### src/rtl/updown_counter_pkg.sv
// Shared constants and types for the up/down counter slice.
// Used by updown_counter_n and inc_dec_n.
package updown_counter_pkg;

  localparam int unsigned WIDTH_DEFAULT = 8;
  localparam int unsigned WIDTH_MIN     = 2;
  localparam int unsigned WIDTH_MAX     = 32;

  localparam logic DIR_UP = 1'b1;
  localparam logic DIR_DN = 1'b0;

  typedef enum logic [1:0] {
    OP_HOLD,
    OP_STEP,
    OP_LOAD
  } op_e;

  // Non-reset priority: load beats a count step, which beats hold.
  function automatic op_e decode_op(input logic load, input logic en);
    if (load)    return OP_LOAD;
    else if (en) return OP_STEP;
    else         return OP_HOLD;
  endfunction

endpackage

### src/rtl/inc_dec_n.sv
// Ripple incrementer/decrementer: per-bit half-adder (up) or half-subtractor (down)
// cells chained LSB to MSB; co is the carry/borrow out of the MSB.
module inc_dec_n
  import updown_counter_pkg::*;
#(
  parameter int unsigned WIDTH = WIDTH_DEFAULT
) (
  input  logic [WIDTH-1:0] a,
  input  logic             up,
  output logic [WIDTH-1:0] y,
  output logic             co
);

  always_comb begin : ripple
    logic chain;
    chain = 1'b1;
    y     = '0;
    for (int unsigned i = 0; i < WIDTH; i++) begin
      y[i] = a[i] ^ chain;
      // Carry propagates through a 1 when counting up, borrow through a 0 when down.
      chain = chain & ((up == DIR_UP) ? a[i] : ~a[i]);
    end
    co = chain;
  end

endmodule

### src/rtl/updown_counter_n.sv
// Parameterised up/down counter with parallel load, carry/borrow pulse and zero flag.
// Define UPDOWN_COUNTER_SAT_EN to saturate at the ends instead of wrapping.
module updown_counter_n
  import updown_counter_pkg::*;
#(
  parameter int unsigned WIDTH = WIDTH_DEFAULT,
  parameter int unsigned INIT  = 0
) (
  input  logic             clk,
  input  logic             rst,
  input  logic             en,
  input  logic             up,
  input  logic             load,
  input  logic [WIDTH-1:0] load_val,
  output logic [WIDTH-1:0] count,
  output logic             carry,
  output logic             zero
);

  if (WIDTH < WIDTH_MIN || WIDTH > WIDTH_MAX) begin : g_bad_width
    $error("updown_counter_n: WIDTH=%0d outside %0d..%0d", WIDTH, WIDTH_MIN, WIDTH_MAX);
  end

  if ((64'(INIT) >> WIDTH) != 64'd0) begin : g_bad_init
    $error("updown_counter_n: INIT=%0d does not fit in %0d bits", INIT, WIDTH);
  end

  localparam logic [WIDTH-1:0] INIT_V = WIDTH'(INIT);

  logic [WIDTH-1:0] count_q, count_d;
  logic             carry_q, carry_d;
  logic             zero_q,  zero_d;
  logic [WIDTH-1:0] step_val;
  logic             step_co;
  op_e              op;

  inc_dec_n #(
    .WIDTH(WIDTH)
  ) u_inc_dec (
    .a (count_q),
    .up(up),
    .y (step_val),
    .co(step_co)
  );

  always_comb begin
    op      = decode_op(load, en);
    count_d = count_q;
    carry_d = 1'b0;
    case (op)
      OP_LOAD: count_d = load_val;
      OP_STEP: begin
        carry_d = step_co;
`ifdef UPDOWN_COUNTER_SAT_EN
        count_d = step_co ? count_q : step_val;
`else
        count_d = step_val;
`endif
      end
      default: count_d = count_q;
    endcase
    // Zero is derived from the next value so it registers alongside count.
    zero_d = (count_d == '0);
  end

  always_ff @(posedge clk) begin
    if (rst) begin
      count_q <= INIT_V;
      carry_q <= 1'b0;
      zero_q  <= (INIT_V == '0);
    end else begin
      count_q <= count_d;
      carry_q <= carry_d;
      zero_q  <= zero_d;
    end
  end

  assign count = count_q;
  assign carry = carry_q;
  assign zero  = zero_q;

endmodule

### config.mk
export PLATFORM = sky130hd
export DESIGN_NAME = updown_counter_n
export DESIGN_NICKNAME = d
export VERILOG_FILES = /design/src/rtl/updown_counter_pkg.sv /design/src/rtl/inc_dec_n.sv /design/src/rtl/updown_counter_n.sv
export SDC_FILE = /design/constraint.sdc
export NUM_CORES = 1
export LEC_CHECK = 0
export BUFFER_PORTS_ARGS = -buffer_cell sky130_fd_sc_hd__buf_2
export CAP_MARGIN = 5
export CORE_MARGIN = 3
export CORE_UTILIZATION = 51
export CTS_BUF_LIST = sky130_fd_sc_hd__clkbuf_8 sky130_fd_sc_hd__clkbuf_16
export CTS_CLUSTER_SIZE = 24
export DETAILED_ROUTE_END_ITERATION = 16
export PLACE_DENSITY = 0.82
export SYNTH_ARGS = -nofsm -noshare
export SYNTH_HDL_FRONTEND = slang
export SYNTH_SLANG_ARGS = --single-unit
### constraint.sdc
create_clock -name clk -period 4.75 [get_ports clk]
set_input_delay 0.475 -clock clk [delete_from_list [all_inputs] [get_ports clk]]
set_output_delay 0.475 -clock clk [all_outputs]
set_load 0.005 [all_outputs]
==> tab_implementation.tex, run 1 <==
\begin{tabular}{lr}
\hline
Metric & Value \\
\hline
\multicolumn{2}{l}{\textbf{GRT}} \\
\quad GR Layer Usage met1 & 0.236 \\
\quad Largest net degree at the start of global routing & 20 \\
\quad Grt total ovfl & 0 \\
\quad GR Util met3 & 0.0258 \\
\quad Wire length of the first global-routing pass & 2730 um \\
\quad Antenna violations before repair & 0 \\
\quad Most heavily used metal layer in global routing & met2 \\
\quad Global router's overall resource usage & 0.194 \\
\quad Vias in the first global route & 634 \\
\quad Global Route met2 Usage & 0.311 \\
\multicolumn{2}{l}{\textbf{Synth}} \\
\quad Number of synthesized flops with an enable pin & 0 \\
\quad Mean instance size in the synthesized netlist & 8.25 sq um \\
\quad Post-synthesis instance area & 684 sq um \\
\quad Number of instances in the synthesized netlist & 83 \\
\quad Synth unique cells & 35 \\
\quad Share of flip-flops with an asynchronous set or reset & 0 \\
\quad Prevailing post-synth register cell & sky130\_fd\_sc\_hd\_\_dfxtp\_1 \\
\quad Post-synthesis sequential area ratio & 0.293 \\
\quad Synth Warn \# & 0 \\
\quad Synthesized netlist net count & 96 \\
\quad Flip-flop and latch count after synthesis & 10 \\
\multicolumn{2}{l}{\textbf{Timing}} \\
\quad Share of the cycle needed by the critical path after routing & 0.408 \\
\quad Number of endpoints failing setup at the final stage & 0 \\
\quad Worst-Margin Slew & 0.407 ns \\
\quad Highest clock rate & 517 MHz \\
\quad Setup repair after global routing missed its margin & no \\
\quad Count of final hold-check violations & 0 \\
\quad Worst setup slack after layout & 2.81 ns \\
\quad Setup Total Neg Slack & 0 ns \\
\quad Final worst path period need & 1.94 ns \\
\quad Clock skew after layout & 0.00237 ns \\
\quad Max Transition Viols Final & 0 \\
\quad Normalized max-slew margin & 0.726 \\
\multicolumn{2}{l}{\textbf{Clock tree}} \\
\quad H-tree levels & 1 \\
\quad CTS tree & built \\
\quad Clock buffer depth & 2 \\
\quad Number of buffers added for setup after CTS & 0 \\
\quad Clock latency reported for the late side of the worst-skew pair & 0.24 ns \\
\quad Post-cts gate resize count & 0 \\
\quad Worst-path clk slew & 0.05 ns \\
\quad Root buffer cell & sky130\_fd\_sc\_hd\_\_clkbuf\_8 \\
\quad Sinks on Clock Net & 10 \\
\quad Cts-stage hold buffer count & 0 \\
\quad Number of CTS-inserted buffers & 3 \\
\multicolumn{2}{l}{\textbf{Hold path}} \\
\quad Min-Delay Path Class & in2reg \\
\multicolumn{2}{l}{\textbf{Setup path}} \\
\quad Kind of start point of the critical path & primary input \\
\quad Worst path buffer plus inverter count & 1 \\
\quad Kind of cell with the highest combined delay on the critical path & simple AND/OR/NAND/NOR gates \\
\quad CP Data Required Time & 4.90 ns \\
\quad Critical path data arrival time & 2.08 ns \\
\quad Register-to-register setup slack & 2.88 ns \\
\quad Critical Path End Type & flop \\
\quad Cells along the critical path & buf\_2, or3\_1, a32o\_1, a211oi\_2, or3b\_1, o41ai\_2 \\
\quad Highest fanout seen on the critical path & 11 \\
\quad Worst setup path category & in2reg \\
\quad CP max stage delay & 0.41 ns \\
\quad Slowest CP cell & sky130\_fd\_sc\_hd\_\_or3\_1 \\
\multicolumn{2}{l}{\textbf{Finish}} \\
\quad Count of nets after finishing & 119 \\
\quad Commonest cells after routing, fill and taps aside & 22 x sky130\_fd\_sc\_hd\_\_buf\_2, 13 x sky130\_fd\_sc\_hd\_\_nor2\_1, 10 x sky130\_fd\_sc\_hd\_\_dfxtp\_1 \\
\quad Most common cell after layout, fill and taps aside & sky130\_fd\_sc\_hd\_\_buf\_2 \\
\quad Non-filler instance count after layout & 119 \\
\quad Final instance area & 842 sq um \\
\quad Ant diodes & 0 \\
\quad Area growth from synthesis to layout & 23.0\% \\
\quad Utilization of the core after routing & 0.710 \\
\quad Layout cell share with drive strength beyond 1 & 0.305 \\
\multicolumn{2}{l}{\textbf{Pwr}} \\
\quad Leakage power figure & 0.371 nW \\
\quad Sequential share of power & 0.380 \\
\quad Power spent charging and discharging nets & 0.0725 mW \\
\quad Clk pwr share & 0.415 \\
\quad Comb pwr share & 0.205 \\
\quad Power Internal & 0.188 mW \\
\quad Sw Ratio & 0.278 \\
\quad Pwr/cell area & 310 mW/mm\^{}2 \\
\quad VDD IR-drop max & 0.000278 V \\
\multicolumn{2}{l}{\textbf{Die}} \\
\quad Area of the core & 0.00119 sq mm \\
\quad \# IOs & 23 \\
\quad Horizontal extent of the die & 42.6 um \\
\quad Row count & 12 \\
\quad Die Ht & 42.6 um \\
\quad DIE AREA & 0.00182 sq mm \\
\quad Initial standard-cell utilization of the core & 0.577 \\
\multicolumn{2}{l}{\textbf{Routing}} \\
\quad Wirelength per Cell & 13.6 um \\
\quad DR vias & 695 \\
\quad First drt pass iteration count & 4 \\
\quad DRC violations left & 0 \\
\quad Number of routed nets with antenna violations & 0 \\
\quad Routed wire length & 1620 um \\
\quad Starting DRT DRC Count & 18 \\
\quad Average via count per standard cell & 5.84 \\
\multicolumn{2}{l}{\textbf{Job}} \\
\quad Number of violations of the max-capacitance limit & 0 \\
\multicolumn{2}{l}{\textbf{Placed design}} \\
\quad Number of placed instances with taps included & 115 \\
\quad Final HPWL from detailed placement & 1240 um \\
\quad Placer's final routability congestion estimate & 0.835 \\
\quad Placed inst area & 787 sq um \\
\quad I/O Buffers & 22 \\
\quad Setup WS pre-CTS & 2.59 ns \\
\multicolumn{2}{l}{\textbf{Outcome}} \\
\quad Outcome & finished clean \\
\hline
\end{tabular}
## layout make-up
type                       count  area [sq um]
multi-input combinational     66           448
fill                          97           344
sequential                    10           200
timing repair buffer          22           110
clock buffer                   4          55.1
tap                           14          17.5
inverter                       3          11.3
## tightest hold or removal path, delay by kind of cell
| kind | cells | cell delay (ns) |
|---|---|---|
| and+or+nand+nor | 1 | 0.07 |
| buffers and inverters | 1 | 0.07 |
| AOI/OAI and AO/OA | 1 | 0.07 |
## per-layer routing
| layer | wire [um] | vias up |
|---|---|---|
| met5 | 0 | - |
| met4 | 47 | 0 |
| met3 | 66 | 4 |
| met2 | 805 | 19 |
| met1 | 697 | 325 |
| li1 | - | 347 |
## power groups by stage
stage	Clock, mW	Combinational, mW	Sequential, mW
detailed placement	0	0.0530	0.101
global placement	0	0.0515	0.100
floorplan	0	0.0365	0.0997
global route	0.115	0.0592	0.100
CTS	0.110	0.0533	0.0989
finish	0.108	0.0535	0.0991
## final timing paths
| path | startpoint | endpoint | depth (start not counted) |
|---|---|---|---|
| min reg2reg | count[7] | carry | 2 |
| min | load_val[0] | count[0] | 3 |
| max reg2reg | count[4] | zero | 5 |
| max | up | zero | 6 |
## state kept, by name, indices dropped and copies added, names as in the netlist
| name | cells |
|---|---|
| carry | 1 |
| count | 8 |
| zero | 1 |
## cell families (layout without fill, tap and decap cells)
logic type             Yosys count  count (layout)  synth area share
XOR/XNOR                         5               5            0.0640
buffers and inverters            7              29            0.0530
flip-flops                      10              10             0.293
AND/OR/NAND/NOR                 38              38             0.313
multiplexers                     3               3            0.0475
AO/OA/AOI/OAI                   20              20             0.230
## stage by stage
stage	power, mW	hold slack (ns)
2_1_floorplan	0.136	0.549
3_3_place_gp	0.152	0.554
3_5_place_dp	0.154	0.568
4_1_cts	0.263	0.491
5_1_grt	0.274	0.515
6_report	0.261	0.491
## synth_stat cells, types with 3 or more instances
cell,number,area [sq um]
sky130_fd_sc_hd__nor2_1,13,48.8
sky130_fd_sc_hd__dfxtp_1,10,200
sky130_fd_sc_hd__o21ai_0,5,25.0
sky130_fd_sc_hd__nor2b_1,4,25.0
sky130_fd_sc_hd__a211oi_1,3,22.5
sky130_fd_sc_hd__a21oi_1,3,15.0
sky130_fd_sc_hd__inv_1,3,11.3
sky130_fd_sc_hd__nand2_1,3,11.3
sky130_fd_sc_hd__nor3_1,3,15.0
sky130_fd_sc_hd__xnor2_1,3,26.3
Note: power is estimated with default switching activity, not from simulation.
==> run 2, diff against run 1 <==
--- a/config.mk
+++ b/config.mk
@@ -8,11 +8,11 @@
 export BUFFER_PORTS_ARGS = -buffer_cell sky130_fd_sc_hd__buf_2
 export CAP_MARGIN = 5
 export CORE_MARGIN = 3
-export CORE_UTILIZATION = 51
+export CORE_UTILIZATION = 43
 export CTS_BUF_LIST = sky130_fd_sc_hd__clkbuf_8 sky130_fd_sc_hd__clkbuf_16
 export CTS_CLUSTER_SIZE = 24
 export DETAILED_ROUTE_END_ITERATION = 16
-export PLACE_DENSITY = 0.82
+export PLACE_DENSITY = 0.74
 export SYNTH_ARGS = -nofsm -noshare
 export SYNTH_HDL_FRONTEND = slang
 export SYNTH_SLANG_ARGS = --single-unit
==> constraint.sdc (replaced) <==
create_clock -name clk -period 1.7 [get_ports clk]
set_input_delay 0.17 -clock clk [delete_from_list [all_inputs] [get_ports clk]]
set_output_delay 0.17 -clock clk [all_outputs]
set_load 0.005 [all_outputs]
==> run 2 against run 1 <==
  * The run now ends with setup timing left
  * Clock-buffer cell count is 1 lower
  * Critical endpoint unchanged
  * Combinational power rose to 3.4 times the previous value
  * Final cell count increased by 7.6%
  * Largest power group is now sequential cells
  * Clock skew down 0.0018 ns
  * Clock power is 120% higher
  * Wire length increased by 17%
  * Global-route usage decreased by 0.59 points
  * First-iteration DRC count shrank 5.6%
  * Critical path depth down 1
  * Critical path type is now reg2reg
  * Non-clock buffer count is 9 higher
  * Sequential power increased to 2.7 times the previous value
==> tab_implementation.tex, run 2 (synthesis results as in run 1) <==
\begin{tabular}{lr}
\hline
Metric & Value \\
\hline
\multicolumn{2}{l}{\textbf{Timing}} \\
\quad Number of endpoints failing setup at the final stage & 1 (+1) \\
\quad Worst setup slack after layout & -0.123 ns (-2.94 ns) \\
\quad Share of the cycle needed by the critical path after routing & 1.07 \\
\quad Setup Total Neg Slack & -0.123 ns (-0.123 ns) \\
\quad Max Transition Viols Final & 0 (unchanged) \\
\quad Clock skew after layout & 0.000577 ns (-0.00179 ns) \\
\quad Highest clock rate & 549 MHz \\
\quad Hold Slack & 0.191 ns (-0.300 ns) \\
\quad Final worst path period need & 1.82 ns \\
\quad Worst-Margin Slew & 0.401 ns (-0.00618 ns) \\
\quad Setup repair after global routing missed its margin & yes \\
\quad Count of final hold-check violations & 0 (unchanged) \\
\quad Normalized max-slew margin & 0.730 (+0.00416) \\
\multicolumn{2}{l}{\textbf{Placed design}} \\
\quad Number of placed instances with taps included & 125 (+8.7\%) \\
\quad I/O Buffers & 22 (unchanged) \\
\quad Placer's final routability congestion estimate & 0.917 (+9.7\%) \\
\quad Final HPWL from detailed placement & 1480 um (+20\%) \\
\multicolumn{2}{l}{\textbf{Finish}} \\
\quad Most common cell after layout, fill and taps aside & sky130\_fd\_sc\_hd\_\_buf\_2 \\
\quad Number of flip-flops under the largest register name & 8 (unchanged) \\
\quad Commonest cells after routing, fill and taps aside & 22 x sky130\_fd\_sc\_hd\_\_buf\_2, 13 x sky130\_fd\_sc\_hd\_\_nor2\_1, 9 x sky130\_fd\_sc\_hd\_\_dfxtp\_1, 9 x sky130\_fd\_sc\_hd\_\_buf\_4, 5 x sky130\_fd\_sc\_hd\_\_o21ai\_0 \\
\quad Count of nets after finishing & 128 (+7.6\%) \\
\quad Layout cell share with drive strength beyond 1 & 0.372 (+0.0669) \\
\quad Ant diodes & 0 (unchanged) \\
\quad Non-filler instance count after layout & 128 (+7.6\%) \\
\quad Area growth from synthesis to layout & 32.0\% \\
\multicolumn{2}{l}{\textbf{Routing}} \\
\quad Number of routed nets with antenna violations & 0 (unchanged) \\
\quad Met3 Wirelength & 109 um (+65\%) \\
\quad Routed wire length & 1900 um (+17\%) \\
\quad Wirelength per Cell & 14.8 um (+9.0\%) \\
\quad Sum of routed wire segments on met1 & 796 um (+14\%) \\
\quad Top sig layer & met4 \\
\quad Average via count per standard cell & 5.82 (-0.34\%) \\
\quad Routed met2 length & 964 um (+20\%) \\
\quad First drt pass iteration count & 4 (unchanged) \\
\quad DRC violations left & 0 (unchanged) \\
\quad DR vias & 745 (+7.2\%) \\
\quad Starting DRT DRC Count & 17 (-1) \\
\multicolumn{2}{l}{\textbf{Die}} \\
\quad Initial standard-cell utilization of the core & 0.489 (-0.0877) \\
\quad Horizontal extent of the die & 45.9 um (+7.7\%) \\
\quad DIE AREA & 0.00211 sq mm (+16\%) \\
\quad \# IOs & 23 (unchanged) \\
\quad Area of the core & 0.00140 sq mm (+18\%) \\
\quad Row count & 13 (+1) \\
\quad Die Ht & 45.9 um (+7.7\%) \\
\multicolumn{2}{l}{\textbf{GRT}} \\
\quad Global router's overall resource usage & 0.188 (-0.00590) \\
\quad Grt total ovfl & 0 (unchanged) \\
\quad Largest net degree at the start of global routing & 10 (-50\%) \\
\quad Wire length of the first global-routing pass & 2930 um (+7.1\%) \\
\quad Antenna violations before repair & 0 (unchanged) \\
\quad Vias in the first global route & 685 (+8.0\%) \\
\multicolumn{2}{l}{\textbf{Pwr}} \\
\quad Leakage power figure & 0.410 nW (+11\%) \\
\quad VDD IR-drop max & 0.000471 V (+69\%) \\
\quad Pwr/cell area & 769 mW/mm\^{}2 (+150\%) \\
\multicolumn{2}{l}{\textbf{Setup path}} \\
\quad Highest fanout seen on the critical path & 2 (-9) \\
\quad Kind of start point of the critical path & flop \\
\quad Slowest CP cell & sky130\_fd\_sc\_hd\_\_or3\_4 \\
\quad Cells along the critical path & or3\_4, a32o\_1, a211oi\_2, or3b\_1, o41ai\_2 \\
\quad Worst setup path category & reg2reg \\
\quad CP Data Required Time & 1.83 ns (-3.07 ns) \\
\quad Critical Path End Type & flop \\
\quad Worst path buffer plus inverter count & 0 (-1) \\
\quad Critical path data arrival time & 1.95 ns (-0.13 ns) \\
\quad Kind of cell with the highest combined delay on the critical path & simple AND/OR/NAND/NOR gates \\
\quad CP max stage delay & 0.38 ns (-0.03 ns) \\
\multicolumn{2}{l}{\textbf{Clock tree}} \\
\quad CTS tree & built \\
\quad Clock buffer depth & 2 (unchanged) \\
\quad Number of CTS-inserted buffers & 3 (unchanged) \\
\quad H-tree levels & 1 (unchanged) \\
\quad Worst-path clk slew & 0.05 ns (about the same) \\
\quad Clock latency reported for the late side of the worst-skew pair & 0.23 ns (about the same) \\
\quad Cts-stage hold buffer count & 0 (unchanged) \\
\quad Sinks on Clock Net & 10 (unchanged) \\
\quad Root buffer cell & sky130\_fd\_sc\_hd\_\_clkbuf\_8 \\
\multicolumn{2}{l}{\textbf{Job}} \\
\quad Number of violations of the max-capacitance limit & 0 (unchanged) \\
\multicolumn{2}{l}{\textbf{Outcome}} \\
\quad Violations in the final reports & setup timing \\
\quad Outcome & finished, violations left \\
\multicolumn{2}{l}{\textbf{Hold path}} \\
\quad Min-Delay Path Class & in2reg \\
\hline
\end{tabular}
==> run 2: cell count changes in the layout (fill, tap and decap cells not counted) <==
| cell | delta |
|---|---|
| sky130_fd_sc_hd__dfxtp_1 | -1 |
| sky130_fd_sc_hd__or3_4 | +1 |
| sky130_fd_sc_hd__or3_1 | -1 |
| sky130_fd_sc_hd__dfxtp_2 | +1 |
| sky130_fd_sc_hd__clkbuf_8 | -1 |
| sky130_fd_sc_hd__buf_4 | +9 |
==> run 2: repair_timing <==
item	4_1_cts	5_1_grt
endpoints found under the setup margin	1	1
setup buffers	0	0
resized for setup	0	1
==> run 2: worst reg2reg max path, cell delays in order, from the launching register on <==
cell and delay [ns]:
sky130_fd_sc_hd__dfxtp_2 0.32, sky130_fd_sc_hd__or3_4 0.38, sky130_fd_sc_hd__a32o_1 0.25, sky130_fd_sc_hd__a211oi_2 0.18, sky130_fd_sc_hd__or3b_1 0.38, sky130_fd_sc_hd__o41ai_2 0.22
==> run 2: final cells by class <==
| class | instances | area (sq um) |
|---|---|---|
| Sequential cell | 10 | 201 |
| Tap cell | 15 | 18.8 |
| Timing Repair Buffer | 31 | 178 |
| Clock buffer | 3 | 41.3 |
| Inverter | 3 | 11.3 |
| Multi-Input combinational cell | 66 | 453 |
| Fill cell | 119 | 495 |
==> run 2: routing by layer <==
layer  global-route usage  up-vias
li1                     -      365
met1                0.228      349
met2                0.308       27
met3               0.0435        4
met4               0.0909        0
met5                    0        -
==> run 2: through the flow <==
stage	utilization	total power, mW	area [sq um]	setup WS, ns
after floorplan	-	0.381	686	-0.0298
after global placement	0.613	0.445	857	-0.0340
after detailed placement	0.613	0.452	857	-0.112
after CTS	0.642	0.696	898	-0.143
after global routing	0.646	0.727	903	-0.220
final	0.646	0.694	903	-0.123
==> run 2: path summary, 6_finish.rpt <==
path / start / to / slack (ns) / cells past startpoint
max: count[4] / zero / -0.12 / 5
min: load_val[0] / count[0] / 0.19 / 3
max reg2reg: count[4] / zero / -0.12 / 5
min reg2reg: count[7] / carry / 0.57 / 2
==> run 2: where the power goes <==
part	leakage, nW	switching, mW	total (mW)	internal (mW)
registers	0.0832	0.0189	0.271	0.252
logic	0.305	0.0925	0.181	0.0888
clock network	0.0216	0.0873	0.242	0.155
==> run 3, diff against run 2 <==
==> constraint.sdc (replaced) <==
create_clock -name clk -period 1.5 [get_ports clk]
set_input_delay 0.15 -clock clk [delete_from_list [all_inputs] [get_ports clk]]
set_output_delay 0.15 -clock clk [all_outputs]
set_load 0.005 [all_outputs]
==> run 3 against run 2 <==
  * The flow still finishes with violations (setup timing)
  * Power increased by 18%
  * Hold slack worse by 0.018 ns
  * Sequential power up 13%
  * Final cell count is 6.3% higher
  * Clock-buffer cell count unchanged
  * Maximum frequency fell by 0.76%
  * Clock power increased by 14%
  * Global-route usage increased by 0.24 points
  * Critical path depth is the same
  * Worst setup slack got worse by 0.21 ns
  * First-iteration DRC count rose by 35%
  * Sequential share of layout area fell by 1.7 points
  * Critical path type unchanged
  * Largest cell class unchanged
==> tab_implementation.tex, run 3 (synthesis results as in run 1) <==
\begin{tabular}{lr}
\hline
Metric & Value \\
\hline
\multicolumn{2}{l}{\textbf{Outcome}} \\
\quad Outcome & finished, violations left \\
\quad Violations in the final reports & setup timing \\
\multicolumn{2}{l}{\textbf{Routing}} \\
\quad Wirelength per Cell & 14.1 um (-4.7\%) \\
\quad Average via count per standard cell & 5.66 (-2.7\%) \\
\quad Met3 Wirelength & 98 um (-10\%) \\
\quad DR vias & 770 (+3.4\%) \\
\quad Number of routed nets with antenna violations & 0 (unchanged) \\
\quad Top sig layer & met4 \\
\quad Routed wire length & 1920 um (+1.2\%) \\
\quad First drt pass iteration count & 5 (+1) \\
\quad Starting DRT DRC Count & 23 (+6) \\
\quad Routed met2 length & 982 um (+1.9\%) \\
\quad DRC violations left & 0 (unchanged) \\
\quad Sum of routed wire segments on met1 & 824 um (+3.5\%) \\
\multicolumn{2}{l}{\textbf{Setup path}} \\
\quad Register-to-register setup slack & -0.34 ns (-0.21 ns) \\
\quad Critical path data arrival time & 1.97 ns (+0.02 ns) \\
\quad Depth of the worst register-to-register path & 5 (unchanged) \\
\quad FF-to-FF End & zero \\
\quad Highest fanout seen on the critical path & 2 (unchanged) \\
\quad R2R Path Start & count[4] \\
\quad Cells along the critical path & or3\_1, a32o\_1, a211oi\_2, or3b\_1, o41ai\_2 \\
\quad Kind of start point of the critical path & flop \\
\quad Critical Path End Type & flop \\
\quad CP max stage delay & 0.39 ns (about the same) \\
\quad Worst setup path category & reg2reg \\
\quad CP Data Required Time & 1.63 ns (-0.20 ns) \\
\quad Slowest CP cell & sky130\_fd\_sc\_hd\_\_or3b\_1 \\
\multicolumn{2}{l}{\textbf{Hold path}} \\
\quad HP Start & load\_val[0] \\
\quad Cell depth of the worst min-delay path & 3 (unchanged) \\
\quad Terminating pin of the worst hold path & count[0] \\
\quad Min-Delay Path Class & in2reg \\
\multicolumn{2}{l}{\textbf{Die}} \\
\quad Area of the core & 0.00140 sq mm (unchanged) \\
\quad DIE AREA & 0.00211 sq mm (unchanged) \\
\quad Row count & 13 (unchanged) \\
\quad Initial standard-cell utilization of the core & 0.489 (unchanged) \\
\quad \# IOs & 23 (unchanged) \\
\quad Horizontal extent of the die & 45.9 um (unchanged) \\
\quad Die Ht & 45.9 um (unchanged) \\
\multicolumn{2}{l}{\textbf{Timing}} \\
\quad Setup repair after global routing missed its margin & yes \\
\quad Worst setup slack after layout & -0.337 ns (-0.214 ns) \\
\quad Worst-Margin Slew & 0.330 ns (-0.0713 ns) \\
\quad Share of the cycle needed by the critical path after routing & 1.22 (+0.152) \\
\quad Normalized max-slew margin & 0.778 (+0.0482) \\
\quad Max Transition Viols Final & 0 (unchanged) \\
\quad Number of endpoints failing setup at the final stage & 2 (+1) \\
\quad Highest clock rate & 545 MHz (-0.76\%) \\
\quad Clock skew after layout & 0.00286 ns (+0.00228 ns) \\
\quad Count of final hold-check violations & 0 (unchanged) \\
\quad Hold Slack & 0.173 ns (-0.0175 ns) \\
\quad Setup Total Neg Slack & -0.352 ns (-0.230 ns) \\
\quad Final worst path period need & 1.84 ns (+0.0140 ns) \\
\multicolumn{2}{l}{\textbf{Placed design}} \\
\quad Placer's final routability congestion estimate & 0.804 (-12\%) \\
\quad Placed inst area & 910 sq um (+6.1\%) \\
\quad Final HPWL from detailed placement & 1410 um (-5.0\%) \\
\quad Number of placed instances with taps included & 132 (+5.6\%) \\
\quad Setup WS pre-CTS & -0.317 ns (-0.205 ns) \\
\quad I/O Buffers & 22 (unchanged) \\
\multicolumn{2}{l}{\textbf{Pwr}} \\
\quad Pwr/cell area & 826 mW/mm\^{}2 (+7.5\%) \\
\quad VDD IR-drop max & 0.000554 V (+18\%) \\
\quad Total power of the final layout & 0.822 mW (+18\%) \\
\quad Leakage power figure & 0.462 nW (+13\%) \\
\multicolumn{2}{l}{\textbf{Finish}} \\
\quad Most common cell after layout, fill and taps aside & sky130\_fd\_sc\_hd\_\_buf\_2 \\
\quad Area growth from synthesis to layout & 45.3\% \\
\quad Number of flip-flops under the largest register name & 8 (unchanged) \\
\quad Count of nets after finishing & 136 (+6.3\%) \\
\quad Commonest cells after routing, fill and taps aside & 22 x sky130\_fd\_sc\_hd\_\_buf\_2, 16 x sky130\_fd\_sc\_hd\_\_buf\_4, 13 x sky130\_fd\_sc\_hd\_\_nor2\_1 \\
\quad Area of all sequential standard cells & 205 sq um (+1.9\%) \\
\quad Total of fill cells in the finished design & 119 (unchanged) \\
\quad Final instance area & 995 sq um (+10\%) \\
\quad Utilization of the core after routing & 0.711 (+0.0653) \\
\quad Non-filler instance count after layout & 136 (+6.3\%) \\
\quad Ant diodes & 0 (unchanged) \\
\quad Multi-input combinational cell area & 477 sq um (+5.2\%) \\
\quad Layout cell share with drive strength beyond 1 & 0.463 (+0.0911) \\
\multicolumn{2}{l}{\textbf{Clock tree}} \\
\quad H-tree levels & 1 (unchanged) \\
\quad CTS tree & built \\
\quad Clock buffer depth & 2 (unchanged) \\
\quad Sinks on Clock Net & 10 (unchanged) \\
\quad Root buffer cell & sky130\_fd\_sc\_hd\_\_clkbuf\_8 \\
\quad Worst-path clk slew & 0.05 ns (about the same) \\
\quad Cts-stage hold buffer count & 0 (unchanged) \\
\quad Number of CTS-inserted buffers & 3 (unchanged) \\
\quad Clock latency reported for the late side of the worst-skew pair & 0.23 ns (about the same) \\
\multicolumn{2}{l}{\textbf{Job}} \\
\quad Number of violations of the max-capacitance limit & 0 (unchanged) \\
\multicolumn{2}{l}{\textbf{GRT}} \\
\quad Antenna violations before repair & 0 (unchanged) \\
\quad Wire length of the first global-routing pass & 2920 um (-0.24\%) \\
\quad Grt total ovfl & 0 (unchanged) \\
\quad Largest net degree at the start of global routing & 10 (unchanged) \\
\quad Vias in the first global route & 697 (+1.8\%) \\
\quad Global router's overall resource usage & 0.191 (+0.00239) \\
\hline
\end{tabular}
[run 3: cell types whose count changed in the layout (fill, tap and decap cells not counted), sizes merged]
cell  delta
buf      +8
[run 3: worst max-delay path, delay by kind of cell (launching register included)]
kind	cells	cell delay, ns
compound gates	3	0.66
flops	1	0.31
simple gates	2	0.77
[run 3: how the worst max path moves through the flow]
stage / cells past startpoint / end / slack, ns / start
after detailed placement: 5 / zero / -0.32 / count[4]
after global placement: 5 / zero / -0.24 / count[4]
after floorplan: 5 / zero / -0.23 / count[4]
after CTS: 5 / zero / -0.34 / count[4]
after global routing: 5 / zero / -0.42 / count[4]
final: 5 / zero / -0.34 / count[4]
[run 3: where the power goes]
group          internal [mW]  total, mW  switching, mW  leakage, nW
clock network          0.175      0.275         0.0994       0.0216
logic                  0.125      0.241          0.116        0.356
registers              0.287      0.306         0.0187       0.0840
[run 3: area by class of cell]
cell class,instances,share of cell area
multi-input cells,66,0.479
repair buffers,39,0.243
flip-flops and latches,10,0.206
clock buffers,3,0.0415
well taps,15,0.0189
inverters,3,0.0113
[run 3: layer usage]
metal	GRT usage	up-vias
li1	-	383
met1	0.231	361
met2	0.324	22
met3	0.0277	4
met4	0.0909	0
met5	0	-
[run 3: what timing repair did]
item,in CTS,in global routing
resized for setup,3,9
setup endpoints to repair,3,5
pin swaps,1,2
setup buffers,0,1
